==> src/rtl/pipe_pkg.sv <==
// Shared definitions for the pipeline-stage registers: control-bit indices,
// skid-register state encoding and default widths.
package pipe_pkg;

  localparam int unsigned CTRL_MEMTOREG = 0;
  localparam int unsigned CTRL_REGWRITE = 1;
  localparam int unsigned CTRL_MEMREAD  = 2;
  localparam int unsigned CTRL_MEMWRITE = 3;
  localparam int unsigned CTRL_JUMP     = 4;

  localparam int unsigned PIPE_DATA_W = 140;
  localparam int unsigned PIPE_CTRL_W = CTRL_JUMP + 1;
  localparam int unsigned PIPE_CNT_W  = 16;

  // Occupancy of the stage register; the encoding is the occupancy count.
  typedef enum logic [1:0] {
    EMPTY = 2'd0,
    ONE   = 2'd1,
    FULL  = 2'd2
  } skid_state_e;

endpackage

==> src/rtl/pipe_skid_reg_sat_cnt.sv <==
// Saturating up-counter with synchronous clear; exists only when STAT_EN is defined.
`ifdef STAT_EN
module sat_cnt #(
  parameter int unsigned W = 16
) (
  input  logic         clk,
  input  logic         rst_n,
  input  logic         i_clr,
  input  logic         i_inc,
  output logic [W-1:0] o_cnt
);

  logic [W-1:0] r_cnt;

  always_ff @(posedge clk or negedge rst_n) begin
    if (!rst_n) begin
      r_cnt <= '0;
    end else if (i_clr) begin
      r_cnt <= '0;
    end else if (i_inc && (r_cnt != {W{1'b1}})) begin
      r_cnt <= r_cnt + W'(1);
    end
  end

  assign o_cnt = r_cnt;

endmodule
`endif

==> src/rtl/pipe_skid_reg.sv <==
// Pipeline-stage register with valid/ready handshake and a 2-entry skid buffer.
// Optional STAT_EN macro adds stall/bubble statistics counters.
module pipe_skid_reg
  import pipe_pkg::*;
#(
  parameter int unsigned DATA_W = PIPE_DATA_W,
`ifdef STAT_EN
  parameter int unsigned CNT_W  = PIPE_CNT_W,
`endif
  parameter int unsigned CTRL_W = PIPE_CTRL_W
) (
  input  logic              clk,
  input  logic              rst,
  input  logic              in_valid,
  output logic              in_ready,
  input  logic [CTRL_W-1:0] in_ctrl,
  input  logic [DATA_W-1:0] in_data,
  input  logic              flush,
  output logic              out_valid,
  input  logic              out_ready,
  output logic [CTRL_W-1:0] out_ctrl,
  output logic [DATA_W-1:0] out_data,
`ifdef STAT_EN
  input  logic              stat_clr,
  output logic [CNT_W-1:0]  stall_cnt,
  output logic [CNT_W-1:0]  bubble_cnt,
`endif
  output logic [1:0]        occupancy
);

  skid_state_e       r_state;
  skid_state_e       w_nxt_state;
  logic              r_in_ready;
  logic              r_out_valid;
  logic [CTRL_W-1:0] r_main_ctrl;
  logic [DATA_W-1:0] r_main_data;
  logic [CTRL_W-1:0] r_skid_ctrl;
  logic [DATA_W-1:0] r_skid_data;

  logic w_push;
  logic w_pop;
  logic w_main_ld_in;
  logic w_main_ld_skid;
  logic w_main_clr;
  logic w_skid_ld;
  logic w_clr_all;

  assign w_push = in_valid & r_in_ready;
  assign w_pop  = r_out_valid & out_ready;

  always_ff @(posedge clk or negedge rst) begin
    if (!rst) begin
      r_state <= EMPTY;
    end else begin
      r_state <= w_nxt_state;
    end
  end

  // Next state and datapath load strobes; flush overrides every transfer.
  always_comb begin
    w_nxt_state    = r_state;
    w_main_ld_in   = 1'b0;
    w_main_ld_skid = 1'b0;
    w_main_clr     = 1'b0;
    w_skid_ld      = 1'b0;
    w_clr_all      = 1'b0;
    if (flush) begin
      w_nxt_state = EMPTY;
      w_clr_all   = 1'b1;
    end else begin
      case (r_state)
        EMPTY: begin
          if (w_push) begin
            w_nxt_state  = ONE;
            w_main_ld_in = 1'b1;
          end
        end
        ONE: begin
          if (w_push && w_pop) begin
            w_main_ld_in = 1'b1;
          end else if (w_push) begin
            w_nxt_state = FULL;
            w_skid_ld   = 1'b1;
          end else if (w_pop) begin
            w_nxt_state = EMPTY;
            w_main_clr  = 1'b1;
          end
        end
        FULL: begin
          if (w_pop) begin
            w_nxt_state    = ONE;
            w_main_ld_skid = 1'b1;
          end
        end
        default: begin
          w_nxt_state = EMPTY;
          w_clr_all   = 1'b1;
        end
      endcase
    end
  end

  // Handshake flags are registered from the next state so in_ready leaves a flop.
  always_ff @(posedge clk or negedge rst) begin
    if (!rst) begin
      r_in_ready  <= 1'b1;
      r_out_valid <= 1'b0;
    end else begin
      r_in_ready  <= (w_nxt_state != FULL);
      r_out_valid <= (w_nxt_state != EMPTY);
    end
  end

  always_ff @(posedge clk or negedge rst) begin
    if (!rst) begin
      r_main_ctrl <= '0;
      r_main_data <= '0;
    end else if (w_clr_all || w_main_clr) begin
      r_main_ctrl <= '0;
    end else if (w_main_ld_in) begin
      r_main_ctrl <= in_ctrl;
      r_main_data <= in_data;
    end else if (w_main_ld_skid) begin
      r_main_ctrl <= r_skid_ctrl;
      r_main_data <= r_skid_data;
    end
  end

  always_ff @(posedge clk or negedge rst) begin
    if (!rst) begin
      r_skid_ctrl <= '0;
      r_skid_data <= '0;
    end else if (w_clr_all) begin
      r_skid_ctrl <= '0;
    end else if (w_skid_ld) begin
      r_skid_ctrl <= in_ctrl;
      r_skid_data <= in_data;
    end
  end

  assign in_ready  = r_in_ready;
  assign out_valid = r_out_valid;
  assign out_ctrl  = r_main_ctrl;
  assign out_data  = r_main_data;
  assign occupancy = 2'(r_state);

`ifdef STAT_EN
  sat_cnt #(.W(CNT_W)) u_stall_cnt (
    .clk   (clk),
    .rst_n (rst),
    .i_clr (stat_clr),
    .i_inc (r_out_valid & ~out_ready),
    .o_cnt (stall_cnt)
  );

  sat_cnt #(.W(CNT_W)) u_bubble_cnt (
    .clk   (clk),
    .rst_n (rst),
    .i_clr (stat_clr),
    .i_inc (~r_out_valid),
    .o_cnt (bubble_cnt)
  );
`endif

endmodule
==> config.mk <==
export PLATFORM = sky130hd
export DESIGN_NAME = pipe_skid_reg
export DESIGN_NICKNAME = d
export VERILOG_FILES = /design/src/rtl/pipe_pkg.sv /design/src/rtl/pipe_skid_reg_sat_cnt.sv /design/src/rtl/pipe_skid_reg.sv
export SDC_FILE = /design/constraint.sdc
export NUM_CORES = 1
export LEC_CHECK = 0
export CORE_MARGIN = 3
export CORE_UTILIZATION = 54
export DETAILED_ROUTE_END_ITERATION = 16
export GPL_TIMING_DRIVEN = 0
export PLACE_DENSITY = 0.85
export SLEW_MARGIN = 20
export SYNTH_ARGS = -nofsm -noshare
export SYNTH_HDL_FRONTEND = slang
export SYNTH_SLANG_ARGS = --single-unit
==> constraint.sdc <==
create_clock -name clk -period 6.4 [get_ports clk]
set_input_delay 0.96 -clock clk [delete_from_list [all_inputs] [get_ports clk]]
set_output_delay 0.96 -clock clk [all_outputs]
set_load 0.02 [all_outputs]
==> results.py <==
metrics = {
    "clock_tree": {
        "clkTransAtPathRegs_ns": 0.06,
        "htreeDepth": 2,
        "cts_setup_buffers": 0,
        "root_buffer": "clkbuf_16",
        "tritoncts": "built",
        "cts_buffers": 34,
        "clkLatencyLatePin_ns": 0.50,
        "cts_hold_buf": 0,
        "cts_resized": 0,
        "clk_path_buf_depth": 3,
        "clock-sinks": 294,
    },
    "yosys": {
        "ys_ff_latch": 294,
        "synth_area_sq_um": 13000,
        "yosys.area.top_type": "dfrtp_1",
        "ys_seq_area_frac": 0.565,
        "synth.distinct_cells": 27,
        "synth.top_cell.area_share": 0.563,
        "synthTopCellsByArea": "dfrtp_1, mux2_2, mux2_4",
        "avgSynthCellArea_sq_um": 16.0,
        "yosys_warnings": 0,
        "synth_fp_nets": 963,
        "syn_inst": 813,
    },
    "critical_path": {
        "reg2regPathDepth": 7,
        "worstSetupStartpointType": "primary input",
        "crit_path_max_fanout": 10,
        "endpoint_kind": "register",
        "cp_data_arrival_time_ns": 3.49,
        "cpMostUsedCell": "buf_2",
        "critPathTopFamily": "buffers and inverters",
        "path_class": "in2reg",
        "crit_buf_inv": 4,
        "worstPathRequired_ns": 6.77,
        "slowest_stage": "clkdlybuf4s50_1",
        "path_cells": "clkdlybuf4s50_1 > a21oi_1 > a211o_1 > a21oi_1 > buf_2 > buf_2 > buf_2 > mux2_2",
        "r2r_end": "out_data[100]",
        "rrSetupSlack_ns": 3.77,
        "timing.rr.start": "occupancy[1]",
        "critical_path.max_stage_delay_ns": 0.57,
    },
    "sta": {
        "report.final.slew_viol_count": 0,
        "max_slew_margin": 0.510,
        "finalSetupViolCount": 0,
        "period_needed_ns": 3.12,
        "worstMarginPinSlew_ns": 0.734,
        "max_freq_mhz": 321,
        "setup_tns_ns": 0,
        "period_share": 0.487,
        "finClkSkew_ns": 0.0154,
        "hold_viol": 0,
        "setup_ws_ns": 3.28,
        "hold_slack_ns": 0.386,
        "rsz0062_at_grt": "false",
    },
    "power": {
        "p_leak_nw": 7.86,
        "p_per_area_nw_per_um2": 478,
        "peakVddDrop_uv": 342,
    },
    "floorplanning": {
        "die_x_microns": 161,
        "die_h_microns": 161,
        "io_pins": 299,
        "start_util": 0.552,
        "placementRows": 56,
        "core_area_sq_um": 23600,
        "die-area_sq_um": 26000,
    },
    "layout": {
        "final_util": 0.749,
        "drive_gt1_frac": 0.449,
        "layout_commonest_cell": "mux2_2",
        "final_cell_mix": "mux2_2, clkdlybuf4s50_1, dfrtp_1, mux2_4, clkbuf_16",
        "layout.nets": 1299,
        "fill_cells": 1456,
        "stdcell_count": 1494,
        "areaGrowthSynthToFinish_pct": 35.8,
        "antennaDiodeCount": 0,
    },
    "detailed_routing": {
        "drt_iter0_markers": 338,
        "ant_nets": 0,
        "dr_total_vias": 7927,
        "wl_per_cell_microns": 20.8,
        "viasPerCell": 5.31,
        "first_pass_iters": 4,
        "drc": 0,
        "finalWirelength_mm": 31.0,
    },
    "grt": {
        "antenna_found_initial": 1,
        "grt_start_max_net_pins": 98,
        "grt_pass1_vias": 8907,
        "overflow": 0,
        "grt_pass1_wl_mm": 49.3,
        "grt_use_total": 0.239,
    },
    "placed_design": {
        "portBuffers": 297,
        "placed_cells": 1432,
        "gp_congestion": 0.731,
        "dp_hpwl_mm": 21.4,
        "dp_worst_setup_slack_ns": 2.81,
    },
    "run": {
        "maxCapViolCount": 0,
    },
    "min_path": {
        "hold_path_class": "in2async",
    },
    "outcome": {
        "outcome": "finished clean",
    },
}
[cells by family after synthesis]
| group | Yosys count | share of synthesized area |
|---|---|---|
| multiplexers | 426 | 0.393 |
| flip-flops | 294 | 0.565 |
| buffers and inverters | 55 | 0.0236 |
| AO/OA/AOI/OAI | 24 | 0.0124 |
| AND/OR/NAND/NOR | 14 | 0.00663 |
[Yosys cell counts (all sizes together)]
master	n
a21bo	1
nand2	2
nand3	4
clkbuf	4
inv	5
a21oi	8
or2	1
mux2i	1
dfrtp	293
a22o	5
a21o	2
o21ai	4
o21bai	1
or3b	1
a211o	2
or3	1
nand3b	1
dfstp	1
buf	46
a211oi	1
mux2	425
and2	1
nor2	3
[where the power goes]
part	switching (mW)	total (mW)	internal, mW
Sequential	0.463	3.17	2.71
Clock	0.739	2.04	1.30
Combinational	1.32	3.25	1.93
[through the flow]
step	power, mW	cell area (sq um)
final	8.45	17700
after global routing	8.86	17700
after CTS	8.53	17700
after detailed placement	6.42	16500
after global placement	6.29	16400
after floorplan	5.00	13000
[routing by layer]
metal | track usage | vias to the layer above | part of all wire | wire length [microns]
li1 | - | 3602 | - | -
met2 | 0.407 | 252 | 0.49 | 15300
met5 | 0 | - | 0.00042 | 13
met4 | 0.0657 | 2 | 0.020 | 610
met1 | 0.285 | 4021 | 0.40 | 12300
met3 | 0.0926 | 50 | 0.090 | 2780
[registers in the layout, indices dropped and copies added, names as in the netlist]
register and flops:
out_data 140, r_skid_data 140, out_ctrl 5, r_skid_ctrl 5
occupancy 2, in_ready 1, out_valid 1
[layout make-up]
class                           instances  area, sq um  share of cell area
Timing Repair Buffer                  300         3060               0.173
Multi-Input combinational cell        464         5360               0.303
Clock buffer                           55         1060              0.0601
Tap cell                              319          399              0.0226
Buffer                                 50          289              0.0163
Clock inverter                          7          135             0.00764
Inverter                                5         18.8             0.00106
Sequential cell                       294         7360               0.416
[worst reg2reg max path: cells and delay by family, from the launching register on]
family	cells	cell delay [ns]
compound gates	1	0.14
buf+inv	3	0.99
flops	1	0.48
mux	1	0.39
simple gates	2	0.51
[how the worst max path moves through the flow]
stage	startpoint	slack, ns	to	depth (start not counted)
final	in_valid	3.28	out_data[100]	8
after global routing	in_valid	3.19	out_data[100]	8
after CTS	in_valid	3.32	out_data[100]	8
after detailed placement	in_valid	2.81	out_data[102]	8
after global placement	rst	-8.39	out_data[108]	1
after floorplan	flush	3.81	out_data[58]	7
Note: power is estimated with default switching activity, not from simulation.
